--- config.mk ---
export PLATFORM = sky130hd
export DESIGN_NAME = run_controller
export DESIGN_NICKNAME = d
export VERILOG_FILES = /design/src/rtl/run_ctrl_pkg.sv /design/src/rtl/sat_counter.sv /design/src/rtl/run_controller.sv
export SDC_FILE = /design/constraint.sdc
export NUM_CORES = 1
export LEC_CHECK = 0
export CORE_MARGIN = 5
export CORE_UTILIZATION = 40
export CTS_CLUSTER_SIZE = 30
export DETAILED_ROUTE_END_ITERATION = 10
export GPL_TIMING_DRIVEN = 0
export PLACE_DENSITY_LB_ADDON = 0.1
export SYNTH_ARGS = -nofsm -noshare
export SYNTH_HDL_FRONTEND = slang
export SYNTH_SLANG_ARGS = --single-unit
--- constraint.sdc ---
create_clock -name clk -period 2.6 [get_ports clk]
set_input_delay 0.26 -clock clk [delete_from_list [all_inputs] [get_ports clk]]
set_output_delay 0.26 -clock clk [all_outputs]
set_load 0.1 [all_outputs]
--- src/rtl/run_ctrl_pkg.sv ---
// Shared types for the run controller: FSM state encoding and termination status codes.
package run_ctrl_pkg;

    typedef enum logic [1:0] {
        S_IDLE = 2'd0,
        S_RST  = 2'd1,
        S_RUN  = 2'd2,
        S_END  = 2'd3
    } state_t;

    localparam logic [1:0] STAT_NONE   = 2'b00;
    localparam logic [1:0] STAT_HALT   = 2'b01;
    localparam logic [1:0] STAT_BUDGET = 2'b10;
    localparam logic [1:0] STAT_WDOG   = 2'b11;

endpackage

--- src/rtl/sat_counter.sv ---
// Up-counter that sticks at all-ones instead of wrapping; clear wins over inc.
module sat_counter #(
    parameter int W = 32
) (
    input  logic         clk,
    input  logic         reset,
    input  logic         clear,
    input  logic         inc,
    output logic [W-1:0] count
);

    always_ff @(posedge clk or negedge reset) begin
        if (!reset) begin
            count <= '0;
        end else if (clear) begin
            count <= '0;
        end else if (inc && (count != '1)) begin
            count <= count + W'(1);
        end
    end

endmodule

--- src/rtl/run_controller.sv ---
// Sequences a core through reset and a bounded run, reporting why the run ended.
//
// state | meaning
// IDLE  | waiting for start after reset release
// RST   | core held in reset for RST_CYCLES cycles
// RUN   | core running; counters advance, termination checked every cycle
// END   | run finished; counters and status frozen until the next start
module run_controller
    import run_ctrl_pkg::*;
#(
    parameter int RST_CYCLES  = 2,
    parameter int MAX_CYCLES  = 100,
    parameter int WDOG_CYCLES = 32,
    parameter int CNT_W       = 32
) (
    input  logic             clk,
    input  logic             reset,
    input  logic             start,
    input  logic             halt,
    input  logic             retire,
    output logic             core_rst_n,
    output logic             busy,
    output logic             done,
    output logic [1:0]       status,
    output logic [CNT_W-1:0] cycle_cnt,
    output logic [CNT_W-1:0] retire_cnt
);

    localparam int RST_W = (RST_CYCLES > 1) ? $clog2(RST_CYCLES) : 1;
    localparam logic [RST_W-1:0] RST_LOAD = RST_W'(RST_CYCLES - 1);

    state_t           state_q, state_d;
    logic [RST_W-1:0] rst_tmr_q, rst_tmr_d;
    logic [1:0]       status_d;
    logic             clear_cnt;
    logic             in_run;
    logic [CNT_W-1:0] wdog_cnt;
    logic [CNT_W:0]   cycle_nxt, wdog_nxt;
    logic             budget_hit, wdog_hit;

    assign in_run = (state_q == S_RUN);

    // Termination looks at the counter values this RUN cycle will produce.
    assign cycle_nxt  = {1'b0, cycle_cnt} + (CNT_W+1)'(1);
    assign wdog_nxt   = {1'b0, wdog_cnt} + (CNT_W+1)'(1);
    assign budget_hit = (cycle_nxt >= (CNT_W+1)'(MAX_CYCLES));
    assign wdog_hit   = !retire && (wdog_nxt >= (CNT_W+1)'(WDOG_CYCLES));

    always_comb begin
        state_d   = state_q;
        rst_tmr_d = rst_tmr_q;
        status_d  = status;
        clear_cnt = 1'b0;
        case (state_q)
            S_IDLE, S_END: begin
                if (start) begin
                    state_d   = S_RST;
                    rst_tmr_d = RST_LOAD;
                    status_d  = STAT_NONE;
                    clear_cnt = 1'b1;
                end
            end
            S_RST: begin
                if (rst_tmr_q == '0) begin
                    state_d = S_RUN;
                end else begin
                    rst_tmr_d = rst_tmr_q - RST_W'(1);
                end
            end
            S_RUN: begin
                if (halt) begin
                    state_d  = S_END;
                    status_d = STAT_HALT;
                end else if (budget_hit) begin
                    state_d  = S_END;
                    status_d = STAT_BUDGET;
                end else if (wdog_hit) begin
                    state_d  = S_END;
                    status_d = STAT_WDOG;
                end
            end
            default: state_d = S_IDLE;
        endcase
    end

    always_ff @(posedge clk or negedge reset) begin
        if (!reset) begin
            state_q    <= S_IDLE;
            rst_tmr_q  <= '0;
            status     <= STAT_NONE;
            core_rst_n <= 1'b0;
            busy       <= 1'b0;
            done       <= 1'b0;
        end else begin
            state_q    <= state_d;
            rst_tmr_q  <= rst_tmr_d;
            status     <= status_d;
            core_rst_n <= (state_d == S_RUN);
            busy       <= (state_d == S_RST) || (state_d == S_RUN);
            done       <= (state_d == S_END);
        end
    end

    sat_counter #(.W(CNT_W)) u_cycle_cnt (
        .clk   (clk),
        .reset (reset),
        .clear (clear_cnt),
        .inc   (in_run),
        .count (cycle_cnt)
    );

    sat_counter #(.W(CNT_W)) u_retire_cnt (
        .clk   (clk),
        .reset (reset),
        .clear (clear_cnt),
        .inc   (in_run && retire),
        .count (retire_cnt)
    );

    sat_counter #(.W(CNT_W)) u_wdog_cnt (
        .clk   (clk),
        .reset (reset),
        .clear (clear_cnt || (in_run && retire)),
        .inc   (in_run && !retire),
        .count (wdog_cnt)
    );

endmodule

==> flow_summary_export.csv, run 1 <==
group,metric,value,unit
global_routing,grt_pass1_vias,5690,
pwr,p_total,4.76,mW
placed_design,dp_hpwl,12000,microns
timing,period_share,108,%
timing,fin_skew,10.0,ps
clock_network,worst_skew_pair.late_latency,350,ps
synthesis,ys_ff_latch,104,
global_routing,grt_overflow,0,
floorplanning,fp.dieW,137,microns
synthesis,synth_edf_count,0,
global_routing,grt_usage,18.5,%
timing,relSlewSlack,32.7,%
floorplanning,io_pins,74,
synthesis,async_reset_ff_share,100,%
critical_path,end_kind,"register",
pwr,seqPwrFrac,37.8,%
synthesis,synth_common_cells,"nor2_1, dfrtp_1, xor2_1, nand2_1",
critical_path,r2r_cells,9,
floorplanning,start_util,40.6,%
synthesis,synth_most_common_cell,"nor2_1",
critical_path,cp_slowest_cell,"or4b_4",
drt,wirelength,17200,microns
critical_path,cp.arrival,3050,ps
critical_path,worst-path-buf-inv,1,
critical_path,required,2840,ps
critical_path,path_class,"register to register",
placed_design,place_worst_setup_slack,-648,ps
min_path,hold_path_class,"input pin to asynchronous set/reset pin",
global_routing,grtUsageMet3,3.46,%
timing,worst_pin_slew,1010,ps
synthesis,ys.flop_type,"dfrtp_1",
clock_network,tritoncts,"built",
global_routing,antenna_found_initial,0,
drt,wl_per_cell,16.2,microns
critical_path,cp_num_cells,9,
synthesis,avgSynthCellArea,8.69,sq um
run_status,status,"finished, violations left",
synthesis,synth.top_cells.by_area,"dfrtp_1, xor2_1, nor2_1",
critical_path,ff2ff_setup_slack,-210,ps
global_routing,top_usage_layer,"met2",
synthesis,seq_area_frac_synth,40.6,%
pwr,p_int,2.97,mW
critical_path,critPathMaxFanout,3,
clock_network,cts_root_buf,"clkbuf_16",
timing,fmax,356,MHz
placed_design,dp_cells,1027,
critical_path,cp-start-kind,"register",
timing,rsz0062_at_grt,"yes",
global_routing,grt_use_met2,29.7,%
finish,drive_gt1_share,18.7,%
critical_path,cp_cell_sequence,"ha_4 -> nand4_1 -> nor4_4 -> nand4_2 -> or4b_4 -> a22oi_2 -> a41oi_2 -> buf_4 -> o311a_1",
clock_network,htreeDepth,3,
run_status,failed_checks,"negative setup slack",
pwr,p_per_area,571,nW/um^2
pwr,switching_share,37.7,%
pwr,p_comb_share,30.6,%
pwr,power_switching,1.79,mW
global_routing,grt_start_max_net_pins,65,
clock_network,cts_made_buffers,9,
drt,drc,0,
timing,whs,460,ps
floorplanning,die_y,137,microns
critical_path,crit_end,"status[1]$_DFFE_PN0P_",
synthesis,ys_types,66,
pwr,p_leak,3.32,nW
clock_network,path_clk_slew,70,ps
clock_network,clockBufferDepth,2,
timing,fin_ws,-212,ps
drt,via_per_inst,5.48,
drt,dr.pass1.iters,5,
placed_design,numPortBuffers,73,
timing,hold_viol,0,
timing,fin_crit,2810,ps
critical_path,cpPeakStageDelay,500,ps
finish,nets,854,
timing,setup_violations,6,
critical_path,r2r_start,"u_wdog_cnt.count[1]$_DFFE_PN0P_",
clock_network,clock-sinks,104,
run,maxCapViolations,0,
global_routing,use_met1,25.5,%
finish,antennaDiodeCount,0,
floorplanning,die_area,18600,sq um
synthesis,yosysWarningCount,0,
critical_path,timing.rr.end,"status[1]$_DFFE_PN0P_",
synthesis,syn-num-nets,750,
synthesis,syn_inst,737,
synthesis,synth_top_area_share,40.6,%
finish,area_growth,30.1,%
drt,vias,5825,
synthesis,syn-cell-area,6400,sq um
pwr,clockPowerShare,31.6,%
drt,ant_nets,0,
floorplanning,coreArea,15800,sq um
placed_design,finalWeightedCongestion,0.921,
floorplanning,rows,46,
timing,maxSlewViolCount,0,
global_routing,grt_first_pass_wirelength,28100,microns
critical_path,path_delay_family,"simple AND/OR/NAND/NOR gates",
finish,stdcell_count,1062,
pwr,ir_drop,410,uV
drt,dr.first_iter.drc_count,266,
synthesis,yosysTopAreaCell,"dfrtp_1",
critical_path,crit_start,"u_wdog_cnt.count[1]$_DFFE_PN0P_",
cell families after synthesis:
family	share of synthesized area [%]
mux	0.782
compound gates	10.0
flops	40.6
buf+inv	3.67
simple gates	30.3
fa+ha+maj	1.56
xor+xnor	13.0
repair_timing:
action / 4_1_cts / 5_1_grt
hold buffers: 1 / 0
resized for setup: 27 / 30
hold endpoints to repair: 40 / 0
setup buffers: 13 / 18
pin swaps: 18 / 19
cloned: 1 / 0
endpoints found under the setup margin: 75 / 61
power by group through the flow:
stage	combinational [mW]	clock [mW]	sequential [mW]
floorplan	0.644	0	2.13
CTS	1.42	1.55	1.80
global placement	1.36	0	1.83
global route	1.60	1.62	1.81
detailed placement	1.38	0	1.83
finish	1.46	1.51	1.80
cell usage in the layout, fill, tap and decap left out, types with 18 or more instances in the layout:
cell             count
buf_4               31
nand3_1             36
a21oi_1             22
nand2_1             62
nand4_1             38
clkdlybuf4s50_1     72
dfrtp_2             36
xor2_1              66
dfrtp_1             55
xnor2_1             29
nor2_1             112
o21ai_0             18
area by class of cell:
class,instances,area (sq um)
Clock inverter,7,103
Sequential cell,104,2700
Clock buffer,9,225
Fill cell,1513,7440
Buffer,32,178
Tap cell,216,270
Multi-Input combinational cell,574,3810
Inverter,14,52.6
Timing Repair Buffer,106,998
per-layer routing:
metal / part of all wire (%) / vias to the layer above
li1: - / 2814
met1: 47 / 2850
met2: 47 / 139
met3: 3.9 / 22
met4: 1.8 / 0
met5: 0 / -
registers in the layout, indices dropped and copies added, names as in the netlist:
signal / cells
u_cycle_cnt.count: 32
u_retire_cnt.count: 32
u_wdog_cnt.count: 32
state_q: 2
status: 2
busy: 1
core_rst_n: 1
done: 1
rst_tmr_q: 1
worst min path at each step:
stage,startpoint,to,slack [ps],cells past startpoint
CTS,reset,u_wdog_cnt.count[12]$_DFFE_PN0P_,480,2
global route,reset,u_wdog_cnt.count[10]$_DFFE_PN0P_,520,2
floorplan,reset,busy$_DFF_PN0_,-40,0
finish,reset,u_wdog_cnt.count[10]$_DFFE_PN0P_,460,2
detailed placement,reset,u_wdog_cnt.count[12]$_DFFE_PN0P_,300,1
global placement,status[0]$_DFFE_PN0P_,status[0]$_DFFE_PN0P_,510,1
metrics by stage:
stage                     util (%)  TNS [ps]  cell area (sq um)
final                         52.8      -796               8330
after floorplan                  -      -661               6570
after CTS                     51.3     -1220               8090
after global routing          52.8     -1470               8330
after detailed placement      48.2    -17860               7600
after global placement        48.0   -341850               7570
Note: power is estimated with default switching activity, not from simulation.
==> run 2: changes to the inputs <==
--- a/config.mk
+++ b/config.mk
@@ -10,6 +10,7 @@
 export CTS_CLUSTER_SIZE = 30
 export DETAILED_ROUTE_END_ITERATION = 10
 export GPL_TIMING_DRIVEN = 0
+export MAX_ROUTING_LAYER = met4
 export PLACE_DENSITY_LB_ADDON = 0.1
 export SYNTH_ARGS = -nofsm -noshare
 export SYNTH_HDL_FRONTEND = slang
==> flow_summary_export.csv, run 2 (same netlist as run 1, synthesis figures left out) <==
group,metric,value,unit
floorplanning,rows,46,
placed_design,dp_cells,1027,
drt,ant_nets,0,
timing,fin_crit,2790,ps
clock_network,path_clk_slew,80,ps
timing,fin_ws,-187,ps
floorplanning,start_util,40.6,%
drt,dr.first_iter.drc_count,336,
run_status,status,"finished, violations left",
drt,dr.pass1.iters,5,
timing,setup_violations,6,
critical_path,end_kind,"register",
timing,maxSlewViolCount,0,
finish,nets,874,
placed_design,finalWeightedCongestion,0.917,
timing,tns,-529,ps
floorplanning,die_area,18600,sq um
critical_path,cp-start-kind,"register",
clock_network,cts_root_buf,"clkbuf_16",
global_routing,grt_first_pass_wirelength,28900,microns
clock_network,worst_skew_pair.late_latency,360,ps
run_status,failed_checks,"negative setup slack",
pwr,ir_drop,468,uV
pwr,p_total,4.75,mW
clock_network,clockBufferDepth,2,
run,maxCapViolations,0,
global_routing,grt_overflow,0,
floorplanning,fp.dieW,137,microns
drt,vias,5935,
clock_network,cts_made_buffers,9,
critical_path,cp.arrival,3090,ps
finish,top_regs,"u_cycle_cnt.count x32, u_retire_cnt.count x32, u_wdog_cnt.count x32",
timing,rsz0062_at_grt,"yes",
timing,hold_viol,0,
global_routing,grt_pass1_vias,5696,
finish,final_common_cell,"nor2_1",
finish,stdcell_count,1082,
finish,fin_util,54.0,%
pwr,p_leak,3.40,nW
floorplanning,die_y,137,microns
pwr,p_per_area,558,nW/um^2
critical_path,critPathMaxFanout,10,
drt,via_per_inst,5.49,
min_path,hold_path_class,"input pin to asynchronous set/reset pin",
global_routing,grt_usage,19.6,%
timing,fmax,359,MHz
finish,final_cell_mix,"nor2_1, clkdlybuf4s50_1, xor2_1",
drt,drc,0,
finish,area_growth,32.9,%
placed_design,numPortBuffers,73,
global_routing,antenna_found_initial,0,
timing,relSlewSlack,33.1,%
floorplanning,io_pins,74,
clock_network,clock-sinks,104,
timing,period_share,107,%
timing,worst_pin_slew,1000,ps
placed_design,dp_hpwl,12100,microns
drt,wirelength,17600,microns
global_routing,grt_start_max_net_pins,62,
critical_path,path_class,"register to register",
clock_network,htreeDepth,3,
floorplanning,coreArea,15800,sq um
finish,drive_gt1_share,21.2,%
timing,whs,471,ps
drt,wl_per_cell,16.3,microns
critical_path,cp_cell_sequence,"and3_4 -> clkbuf_8 -> clkbuf_4 -> o21ai_0 -> a22oi_1 -> o211ai_1 -> nor4_4 -> nand4_1 -> nor2_2 -> a21o_1 -> ha_1 -> inv_1",
finish,antennaDiodeCount,0,
critical_path,cp_slowest_cell,"dfrtp_4",
timing,fin_skew,10.3,ps
critical_path,required,2900,ps
clock_network,tritoncts,"built",
critical_path,cpPeakStageDelay,450,ps
## run 2: cell count changes in the layout (fill, tap and decap cells not counted), sizes merged
cell / delta
clkinvlp: -1
bufinv: -1
buf: +21
clkinv: +1
dlymetal6s2s: +1
clkbuf: -2
inv: +1
## run 2: worst max-delay path, delay by kind of cell (launching register included)
kind / cells / cell delay [ps]
AO/OA/AOI/OAI: 4 / 740
adder cells (fa/ha/maj): 1 / 220
buffers and inverters: 3 / 400
flip-flops: 1 / 450
AND/OR/NAND/NOR: 4 / 900
## run 2: where the power goes
group          total, mW  switching (mW)  internal (mW)
Sequential          1.79          0.0752           1.71
Clock               1.43           0.669          0.757
Combinational       1.53            1.09          0.441
## run 2: worst paths after layout
kind | startpoint | end | slack (ps) | cells after the start
min in group clk | status[0]$_DFFE_PN0P_ | status[0]$_DFFE_PN0P_ | 540 | 1
max in group asynchronous | reset | u_retire_cnt.count[4]$_DFFE_PN0P_ | 1390 | 3
worst max register to register | u_cycle_cnt.count[3]$_DFFE_PN0P_ | busy$_DFF_PN0_ | -190 | 12
worst min-delay path | reset | u_wdog_cnt.count[8]$_DFFE_PN0P_ | 470 | 2
worst min register to register | status[0]$_DFFE_PN0P_ | status[0]$_DFFE_PN0P_ | 540 | 1
worst max-delay path | u_cycle_cnt.count[3]$_DFFE_PN0P_ | busy$_DFF_PN0_ | -190 | 12
## run 2: what timing repair did
action / 4_1_cts / 5_1_grt
resized for setup: 35 / 36
endpoints found under the hold margin: 43 / 0
pin swaps: 25 / 23
hold buffers: 1 / 0
setup endpoints to repair: 74 / 58
setup buffers: 21 / 33
## run 2: layout make-up
type	count	area, sq um
Tap cell	216	270
Fill cell	1504	7260
Clock inverter	7	75.1
Sequential cell	104	2700
Buffer	31	186
Timing Repair Buffer	127	1160
Multi-Input combinational cell	574	3840
Clock buffer	9	225
Inverter	14	52.6
## run 2: metrics by stage
stage / setup WS, ps / instance area, sq um
6_report: -187 / 8510
5_1_grt: -327 / 8510
4_1_cts: -245 / 8140
3_5_place_dp: -618 / 7600
3_3_place_gp: -3640 / 7570
2_1_floorplan: -277 / 6570
## run 2: layer usage
layer | global-route usage [%] | vias to the layer above | routed length, microns
li1 | - | 2852 | -
met1 | 27.2 | 2888 | 8460
met2 | 29.8 | 164 | 8190
met3 | 3.09 | 31 | 672
met4 | 5.38 | 0 | 307
met5 | - | - | 0
==> run 3: changes to the inputs <==
--- a/config.mk
+++ b/config.mk
@@ -6,7 +6,7 @@
 export NUM_CORES = 1
 export LEC_CHECK = 0
 export CORE_MARGIN = 5
-export CORE_UTILIZATION = 40
+export CORE_UTILIZATION = 51
 export CTS_CLUSTER_SIZE = 30
 export DETAILED_ROUTE_END_ITERATION = 10
 export GPL_TIMING_DRIVEN = 0
==> flow_summary_export.csv, run 3 (same netlist as run 1, synthesis figures left out) <==
group,metric,value,unit
floorplanning,io_pins,74,
global_routing,grt_start_max_net_pins,62,
run_status,status,"finished, violations left",
clock_network,tritoncts,"built",
global_routing,grt_first_pass_wirelength,27700,microns
clock_network,clock-sinks,104,
timing,fin_ws,-225,ps
timing,fmax,354,MHz
finish,top_regs,"u_cycle_cnt.count x32, u_retire_cnt.count x32, u_wdog_cnt.count x32",
critical_path,path_class,"register to register",
critical_path,r2r_cells,11,
global_routing,antenna_found_initial,0,
critical_path,required,2900,ps
floorplanning,start_util,51.4,%
finish,drive_gt1_share,20.7,%
critical_path,timing.rr.end,"busy$_DFF_PN0_",
drt,dr.first_iter.drc_count,382,
run_status,failed_checks,"negative setup slack",
clock_network,htreeDepth,3,
pwr,p_leak,3.30,nW
timing,fin_skew,7.19,ps
clock_network,clockBufferDepth,2,
placed_design,dp_cells,983,
timing,setup_violations,6,
timing,whs,460,ps
pwr,p_per_area,556,nW/um^2
drt,via_per_inst,5.76,
finish,area_growth,30.0,%
finish,final_cell_mix,"nor2_1, clkdlybuf4s50_1, xor2_1",
finish,nets,860,
timing,rsz0062_at_grt,"yes",
floorplanning,coreArea,12500,sq um
global_routing,use_met1,31.9,%
timing,hold_viol,0,
finish,final.fill_count,1034,
critical_path,ff2ff_setup_slack,-230,ps
critical_path,end_kind,"register",
finish,stdcell_count,1024,
timing,fin_crit,2830,ps
timing,relSlewSlack,32.4,%
timing,maxSlewViolCount,0,
placed_design,dp_hpwl,11800,microns
run,maxCapViolations,0,
clock_network,worst_skew_pair.late_latency,350,ps
global_routing,grt_usage,23.7,%
global_routing,grt_overflow,0,
global_routing,grtUsageMet3,5.43,%
timing,worst_pin_slew,1010,ps
drt,wirelength,16900,microns
pwr,ir_drop,412,uV
finish,final_common_cell,"nor2_1",
global_routing,grt_use_met2,36.1,%
floorplanning,die_y,122,microns
critical_path,critPathMaxFanout,6,
global_routing,top_usage_layer,"met2",
drt,vias,5903,
clock_network,cts_made_buffers,9,
floorplanning,rows,41,
drt,dr.pass1.iters,5,
placed_design,finalWeightedCongestion,0.908,
critical_path,cp.arrival,3120,ps
floorplanning,fp.dieW,122,microns
critical_path,r2r_start,"u_cycle_cnt.count[1]$_DFFE_PN0P_",
placed_design,numPortBuffers,73,
min_path,hold_path_class,"input pin to asynchronous set/reset pin",
drt,wl_per_cell,16.5,microns
clock_network,cts_root_buf,"clkbuf_16",
timing,period_share,109,%
drt,drc,0,
floorplanning,die_area,14900,sq um
clock_network,path_clk_slew,70,ps
critical_path,cp-start-kind,"register",
drt,ant_nets,0,
global_routing,grt_pass1_vias,5588,
finish,antennaDiodeCount,0,
run 3: per-stage QoR:
step | utilization [%] | cell area [sq um] | power [mW] | setup slack (ps) | TNS [ps]
global route | 66.8 | 8320 | 4.88 | -300 | -1500
detailed placement | 60.5 | 7540 | 3.19 | -591 | -16140
CTS | 64.6 | 8050 | 4.64 | -155 | -491
floorplan | - | 6570 | 2.77 | -277 | -661
finish | 66.8 | 8320 | 4.63 | -225 | -953
global placement | 60.3 | 7520 | 3.16 | -3410 | -315120
run 3: worst max-delay path by stage:
stage	slack, ps	endpoint	from	cells past startpoint
CTS	-160	busy$_DFF_PN0_	u_cycle_cnt.count[1]$_DFFE_PN0P_	11
global route	-300	busy$_DFF_PN0_	u_cycle_cnt.count[0]$_DFFE_PN0P_	11
detailed placement	-590	busy$_DFF_PN0_	u_wdog_cnt.count[0]$_DFFE_PN0P_	11
global placement	-3410	u_retire_cnt.count[5]$_DFFE_PN0P_	reset	1
finish	-230	busy$_DFF_PN0_	u_cycle_cnt.count[1]$_DFFE_PN0P_	11
floorplan	-280	busy$_DFF_PN0_	u_cycle_cnt.count[2]$_DFFE_PN0P_	13
run 3: power by group:
group	total (mW)	switching, mW	internal (mW)
Clock	1.37	0.623	0.751
Sequential	1.80	0.0808	1.72
Combinational	1.46	1.06	0.401
run 3: layout make-up:
| cell class | count | area [sq um] | share of cell area (%) |
|---|---|---|---|
| multi-input cells | 574 | 3820 | 45.9 |
| flip-flops and latches | 104 | 2700 | 32.5 |
| repair buffers | 115 | 1070 | 12.8 |
| clock buffers | 10 | 229 | 2.75 |
| well taps | 172 | 215 | 2.59 |
| plain buffers | 29 | 166 | 2.00 |
| clock inverters | 6 | 67.6 | 0.812 |
| inverters | 14 | 52.6 | 0.631 |
run 3: timing repair:
action,in CTS,in global routing
endpoints found under the setup margin,73,42
resized for setup,31,39
setup buffers,18,21
pin swaps,14,15
gates cloned,0,1
endpoints found under the hold margin,43,0
hold buffers,1,0
run 3: worst max-delay path, cell delays in order (launching register included):
cell and delay [ps]:
dfrtp_4 450, and4_1 210, buf_6 130, and3_4 180, o22ai_1 90, or4b_4 540, nor4_4 320, nand4_1 250
nor2_2 190, a21o_1 130, ha_1 220, inv_1 50
run 3: metal layers:
layer  vias to the layer above  part of all wire [%]  routed length, microns
met5                         -                     0                       0
met1                      2882                    46                    7850
met2                       158                    47                    7990
li1                       2829                     -                       -
met4                         0                   2.0                     334
met3                        34                   4.5                     756
